[src/rtl/seg_pkg.sv]
// seg_pkg: shared types, constants and decode helpers for seg_scanner.
// Used by the 7-segment scanner running in the pixel_clk domain.
package seg_pkg;

    typedef enum logic [1:0] {
        IDLE  = 2'd0,
        DRIVE = 2'd1,
        GAP   = 2'd2
    } seg_state_e;

    // Active-low segments: all off, decimal point off
    localparam logic [7:0] SEG_OFF = 8'hFF;

    // Hex nibble to active-low {dp, g..a}; dp stays dark here
    function automatic logic [7:0] hex_to_seg(input logic [3:0] nib);
        logic [7:0] s;
        unique case (nib)
            4'h0: s = 8'hC0;
            4'h1: s = 8'hF9;
            4'h2: s = 8'hA4;
            4'h3: s = 8'hB0;
            4'h4: s = 8'h99;
            4'h5: s = 8'h92;
            4'h6: s = 8'h82;
            4'h7: s = 8'hF8;
            4'h8: s = 8'h80;
            4'h9: s = 8'h90;
            4'hA: s = 8'h88;
            4'hB: s = 8'h83;
            4'hC: s = 8'hC6;
            4'hD: s = 8'hA1;
            4'hE: s = 8'h86;
            4'hF: s = 8'h8E;
            default: s = SEG_OFF;
        endcase
        return s;
    endfunction

    // Cycles per digit slot; never below one cycle
    function automatic int calc_tick_div(input int clk_hz, input int scan_hz);
        int q;
        q = clk_hz / scan_hz;
        return (q < 1) ? 1 : q;
    endfunction

endpackage

[src/rtl/seg_scanner.sv]
// seg_scanner: multiplexed common-anode 7-segment driver with dead time.
// Optional leading-zero blanking when SEG_SCANNER_LZ_BLANK_EN is defined.
module seg_scanner
    import seg_pkg::*;
#(
    parameter int CLK_HZ       = 25_000_000,
    parameter int SCAN_HZ      = 1000,
    parameter int NUM_DIGITS   = 3,
    parameter int BLANK_CYCLES = 64,
    localparam int IDX_W = (NUM_DIGITS > 1) ? $clog2(NUM_DIGITS) : 1
) (
    input  logic                    clk,
    input  logic                    rst,
    input  logic                    enable,
    input  logic                    load,
    input  logic [4*NUM_DIGITS-1:0] digits_in,
    input  logic [NUM_DIGITS-1:0]   dp_in,
    output logic [7:0]              seg_out,
    output logic [NUM_DIGITS-1:0]   dig_out,
    output logic [IDX_W-1:0]        digit_idx
);

    localparam int TICK_DIV  = calc_tick_div(CLK_HZ, SCAN_HZ);
    localparam int DRIVE_LEN = TICK_DIV - BLANK_CYCLES;
    localparam int CNT_W     = $clog2(TICK_DIV + 1);

    localparam logic [CNT_W-1:0] DRIVE_LAST = CNT_W'(DRIVE_LEN - 1);
    localparam logic [CNT_W-1:0] GAP_LAST =
        CNT_W'((BLANK_CYCLES > 0) ? BLANK_CYCLES - 1 : 0);
    localparam logic [IDX_W-1:0] LAST_IDX = IDX_W'(NUM_DIGITS - 1);
    localparam bit HAS_GAP = (BLANK_CYCLES > 0);

    if (BLANK_CYCLES >= TICK_DIV || BLANK_CYCLES < 0) begin : g_blank_err
        $error("seg_scanner: BLANK_CYCLES must be >= 0 and < TICK_DIV");
    end
    if (NUM_DIGITS < 1 || NUM_DIGITS > 8) begin : g_ndig_err
        $error("seg_scanner: NUM_DIGITS must be in 1..8");
    end

    seg_state_e              state_q;
    seg_state_e              state_d;
    logic [CNT_W-1:0]        cnt_q;
    logic [CNT_W-1:0]        cnt_d;
    logic [IDX_W-1:0]        idx_q;
    logic [IDX_W-1:0]        idx_d;
    logic [7:0]              seg_q;
    logic [7:0]              seg_d;
    logic [NUM_DIGITS-1:0]   dig_q;
    logic [NUM_DIGITS-1:0]   dig_d;

    logic [4*NUM_DIGITS-1:0] sh_dig;
    logic [NUM_DIGITS-1:0]   sh_dp;
    logic [NUM_DIGITS-1:0]   lz_blank;

    logic                    drive_done;
    logic                    gap_done;
    logic                    entering;
    logic [IDX_W-1:0]        idx_next;
    logic [IDX_W-1:0]        tgt_idx;
    logic [3:0]              tgt_nib;
    logic [7:0]              tgt_pat;
    logic [NUM_DIGITS-1:0]   tgt_sel;

    assign drive_done = (cnt_q == DRIVE_LAST);
    assign gap_done   = (cnt_q == GAP_LAST);
    assign idx_next   = (idx_q == LAST_IDX) ? '0 : idx_q + 1'b1;

    // Shadow copy of the display value; loads are accepted in every state
    always_ff @(posedge clk or posedge rst) begin
        if (rst) begin
            sh_dig <= '0;
            sh_dp  <= '0;
        end else if (load) begin
            sh_dig <= digits_in;
            sh_dp  <= dp_in;
        end
    end

`ifdef SEG_SCANNER_LZ_BLANK_EN
    // A digit is blank when it and every higher nibble are zero and no dp
    always_comb begin
        logic hi_zero;
        lz_blank = '0;
        hi_zero  = 1'b1;
        for (int i = NUM_DIGITS - 1; i >= 0; i--) begin
            hi_zero = hi_zero && (sh_dig[4*i +: 4] == 4'h0);
            lz_blank[i] = (i > 0) && hi_zero && !sh_dp[i];
        end
    end
`else
    // Every digit always shows its nibble
    assign lz_blank = '0;
`endif

    // Scan sequencing, slot counter and registered pin drive
    always_ff @(posedge clk or posedge rst) begin
        if (rst) begin
            state_q <= IDLE;
            cnt_q   <= '0;
            idx_q   <= '0;
            seg_q   <= SEG_OFF;
            dig_q   <= '1;
        end else begin
            state_q <= state_d;
            cnt_q   <= cnt_d;
            idx_q   <= idx_d;
            seg_q   <= seg_d;
            dig_q   <= dig_d;
        end
    end

    // Next state: disable wins, otherwise walk DRIVE/GAP slots
    always_comb begin
        state_d = state_q;
        if (!enable) begin
            state_d = IDLE;
        end else begin
            unique case (state_q)
                IDLE: state_d = DRIVE;
                DRIVE: begin
                    if (drive_done) state_d = HAS_GAP ? GAP : DRIVE;
                end
                GAP: begin
                    if (gap_done) state_d = DRIVE;
                end
                default: state_d = IDLE;
            endcase
        end
    end

    // Pattern of the digit about to be driven, sampled from the shadow
    always_comb begin
        tgt_idx = (state_q == IDLE) ? '0 : idx_next;
        tgt_nib = sh_dig[4*int'(tgt_idx) +: 4];
        tgt_pat = hex_to_seg(tgt_nib);
        if (sh_dp[tgt_idx]) tgt_pat[7] = 1'b0;
        if (lz_blank[tgt_idx]) tgt_pat = SEG_OFF;
        tgt_sel = '1;
        tgt_sel[tgt_idx] = 1'b0;
    end

    // Outputs and counter for the coming cycle; pattern frozen per slot
    always_comb begin
        entering = (state_d == DRIVE) && !(state_q == DRIVE && !drive_done);
        cnt_d = cnt_q + 1'b1;
        idx_d = idx_q;
        seg_d = seg_q;
        dig_d = dig_q;
        if (state_d == IDLE) begin
            cnt_d = '0;
            idx_d = '0;
            seg_d = SEG_OFF;
            dig_d = '1;
        end else if (entering) begin
            cnt_d = '0;
            idx_d = tgt_idx;
            seg_d = tgt_pat;
            dig_d = tgt_sel;
        end else if (state_d != state_q) begin
            cnt_d = '0;
            seg_d = SEG_OFF;
            dig_d = '1;
        end
    end

    assign seg_out   = seg_q;
    assign dig_out   = dig_q;
    assign digit_idx = idx_q;

endmodule

[config.mk]
export PLATFORM = sky130hd
export DESIGN_NAME = seg_scanner
export DESIGN_NICKNAME = d
export VERILOG_FILES = /design/src/rtl/seg_pkg.sv /design/src/rtl/seg_scanner.sv
export SDC_FILE = /design/constraint.sdc
export NUM_CORES = 1
export LEC_CHECK = 0
export CAP_MARGIN = 20
export CORE_UTILIZATION = 36
export CTS_BUF_LIST = sky130_fd_sc_hd__clkbuf_8 sky130_fd_sc_hd__clkbuf_16
export CTS_CLUSTER_DIAMETER = 40
export DETAILED_ROUTE_END_ITERATION = 8
export HOLD_SLACK_MARGIN = 0.03
export SLEW_MARGIN = 20
export SYNTH_ARGS = -nofsm -noshare
export SYNTH_HDL_FRONTEND = slang
export SYNTH_SLANG_ARGS = --single-unit
[constraint.sdc]
create_clock -name clk -period 3.8 [get_ports clk]
set_clock_uncertainty 0.2 [all_clocks]
set_input_delay 1.14 -clock clk [delete_from_list [all_inputs] [get_ports clk]]
set_output_delay 1.14 -clock clk [all_outputs]
set_load 0.05 [all_outputs]
==> summary.md <==
| Metric | Value |
|---|---|
| Min Tclk post-route | 3.16 ns |
| Rows | 29 |
| Postcts setup bufs | 0 |
| Largest net degree at the start of global routing | 27 |
| CTS max path bufs | 2 |
| Synth unique cells | 44 |
| Buf+Inv Stages, Crit Path | 1 |
| Initial antenna violation count | 0 |
| Path category of the worst min-delay check | register to register |
| Flop pwr share | 48.6% |
| # port buffers | 31 |
| Clock share of power | 32.4% |
| Ys async rst share | 100% |
| WL final | 4460 um |
| Multi-input logic area | 1130 um^2 |
| Fillers | 625 |
| Overall Global Routing Usage | 14.3% |
| Mapped Area | 2340 um^2 |
| RSZ-0062 raised after global routing | false |
| Final number of hold-violating endpoints | 0 |
| Residual DRC | 0 |
| Per-cell routed wire length | 13.9 um |
| Worst hold start | cnt_q[0] |
| Grt met2 use | 20.2% |
| Post-layout nets | 270 |
| Congestion Overflow GR | 0 |
| Worst EP required | 2.46 ns |
| Switching share of power | 27.1% |
| Mapped Nets | 238 |
| CP max FO | 10 |
| TNS Setup | 0 ns |
| Chip height | 82.6 um |
| Drt pass-1 iters | 4 |
| Cell family with most CP delay | buffers and inverters |
| Reg2Reg Depth | 8 |
| Slowest cell on crit path | clkdlybuf4s50_1 |
| Worst-path clk slew | 0.08 ns |
| Ys flop type | dfrtp_1 |
| Net switching power | 0.298 mW |
| Hold Path Stages | 1 |
| Number of buffers inserted by hold repair at cts | 0 |
| Setup crit start kind | register |
| Reg area | 1140 um^2 |
| Slew Viols, Final | 0 |
| PostCTS Resize Cnt | 0 |
| Leak | 1.12 nW |
| Placed cells | 314 |
| Gpl congestion | 0.753 |
| Initial DRC count | 63 |
| Vias | 1630 |
| Total power | 1.10 mW |
| Status | finished, final reports clean |
| Die ar. | 6830 um^2 |
| FF-to-FF End | seg_out[0] |
| Detail Placement HPWL | 3250 um |
| CORE AREA | 6310 um^2 |
| Average vias per placed instance | 5.06 |
| M3 GR Usage | 2.31% |
| # setup viols final | 0 |
| CTS Buf Count | 5 |
| Root Driver | clkbuf_8 |
| First-pass GRT wire length | 7250 um |
| Cell area power density | 387 nW/um^2 |
| Critical path class | register to output port |
| Tcrit/Tclk final | 83.0% |
| Syn_area_per_cell | 11.0 um^2 |
| Max-cap violations | 0 |
| Post-route insts no fill | 322 |
| Ratio of cells with drive above 1 in the final layout | 17.6% |
| Yosys warns | 0 |
| Cell-internal power | 0.799 mW |
| Syn Inst Count | 212 |
| FF-to-FF setup slack | 0.82 ns |
| CP Cell Sequence | clkdlybuf4s50_1 |
| Largest stage delay, worst path | 0.89 ns |
| Number of global-route vias before repair | 1494 |
| GRT busiest layer | met1 |
| Comb power frac | 19.0% |
| Hold EP | cnt_q[0] |
| Setup crit end kind | output port |
| Crit path DAT | 1.82 ns |
| Die width | 82.6 um |
| DRT antenna net count | 0 |
| Clock Latency Late Sink | 0.30 ns |
| ANT cells | 0 |
| Slew HR | 50.2% |
| Synth-to-Final Area Change | 21.0% |
| I/O pin total | 32 |
| Htree depth | 2 |
| Max VDD drop | 0.000170 V |
| Fmax | 317 MHz |
| CTS tree | built |
| #FFs+latches synth | 45 |
| CTS sink count | 45 |
| Number of flops mapped to enable cells by yosys | 0 |
| Initial core utilization | 37.1% |
| Worst-Margin Slew | 0.743 ns |
| Critical R2R Launch | digit_idx[0] |
| Sequential area share after synthesis | 48.7% |
| Met1 usage | 21.2% |
## stage by stage
step / hold WS [ns] / util, % / setup WS [ns] / area (um^2)
2_1_floorplan: 0.255 / - / 0.839 / 2340
3_3_place_gp: 0.283 / 43.0 / 0.890 / 2710
3_5_place_dp: 0.287 / 43.0 / 0.841 / 2710
4_1_cts: 0.298 / 44.7 / 0.630 / 2820
5_1_grt: 0.312 / 44.9 / 0.540 / 2830
6_report: 0.292 / 44.9 / 0.645 / 2830
## kinds of logic (layout without fill, tap and decap cells)
| family | after synthesis | in the layout | share of synthesized area (%) |
|---|---|---|---|
| XOR/XNOR | 13 | 13 | 4.86 |
| multiplexers | 27 | 27 | 13.0 |
| AND/OR/NAND/NOR | 70 | 70 | 14.8 |
| flip-flops | 45 | 45 | 48.7 |
| buffers and inverters | 17 | 50 | 3.53 |
| adder cells (fa/ha/maj) | 7 | 7 | 3.74 |
| AO/OA/AOI/OAI | 33 | 33 | 11.4 |
## cell type report
| type | count | share of cell area (%) |
|---|---|---|
| Clock buffer | 5 | 2.43 |
| Clock inverter | 3 | 1.46 |
| Inverter | 9 | 1.19 |
| Multi-Input combinational cell | 150 | 39.8 |
| Sequential cell | 45 | 40.2 |
| Tap cell | 77 | 3.40 |
| Timing Repair Buffer | 33 | 11.5 |
## synthesized netlist by cell type, types with 4 or more instances
library cell | instances | area (um^2)
o32a_1 | 4 | 40.0
nand3_1 | 10 | 50.1
ha_1 | 7 | 87.6
nor2_1 | 27 | 101
a21oi_1 | 5 | 25.0
inv_1 | 9 | 33.8
xor2_1 | 6 | 52.6
mux2_2 | 17 | 191
dfstp_2 | 11 | 289
xnor2_1 | 7 | 61.3
nand4_1 | 4 | 25.0
mux2i_1 | 9 | 90.1
dfrtp_1 | 34 | 851
nand2_1 | 10 | 37.5
o22a_1 | 7 | 61.3
## cells in the final DEF (no fill, tap or decap), types with 2 or more instances in the layout
cell | netlist | routed
mux2i_1 | 9 | 9
nor2b_1 | 2 | 2
ha_1 | 7 | 7
mux2_2 | 17 | 17
xnor2_1 | 7 | 7
clkinv_1 | 0 | 2
buf_4 | 0 | 2
a211oi_1 | 3 | 3
nand2_1 | 10 | 10
inv_1 | 9 | 8
a21oi_1 | 5 | 5
nand4_1 | 4 | 4
a31oi_1 | 2 | 2
clkbuf_8 | 0 | 5
nand3b_1 | 2 | 2
nor2_1 | 27 | 27
o22a_1 | 7 | 7
nand2b_1 | 3 | 3
xor2_1 | 6 | 6
dfrtp_1 | 34 | 34
clkdlybuf4s50_1 | 0 | 31
o32a_1 | 4 | 4
nand3_1 | 10 | 10
nor3_1 | 2 | 2
and3_1 | 3 | 3
o21ai_0 | 2 | 2
dfstp_2 | 11 | 11
## power groups by stage
| stage | clock (mW) | combinational, mW | sequential (mW) |
|---|---|---|---|
| after floorplan | 0 | 0.112 | 0.576 |
| after global placement | 0 | 0.208 | 0.541 |
| after detailed placement | 0 | 0.209 | 0.542 |
| after CTS | 0.366 | 0.210 | 0.533 |
| after global routing | 0.388 | 0.231 | 0.536 |
| final | 0.355 | 0.209 | 0.532 |
## state kept, by name, indices dropped and copies added, names as in the netlist
register   cells
digit_idx      2
state_q        2
dig_out        3
sh_dp          3
sh_dig        12
cnt_q         15
seg_out        8
## worst max-delay path by stage
stage                       startpoint      endpoint  slack (ns)  cells past startpoint
after floorplan           digit_idx[0]    seg_out[0]        0.84                      9
after global placement          enable    seg_out[5]        0.89                      3
after detailed placement  digit_idx[0]    seg_out[0]        0.84                      8
after CTS                 digit_idx[0]  digit_idx[0]        0.63                      1
after global routing      digit_idx[0]    seg_out[0]        0.54                      8
final                     digit_idx[0]  digit_idx[0]        0.64                      1
## metal layers
metal / vias to the layer above / part of all wire [%]
met1: 777 / 52
met2: 30 / 43
li1: 815 / -
met5: - / 0
met3: 8 / 2.9
met4: 0 / 1.7
(Power assumes the default switching activity.)
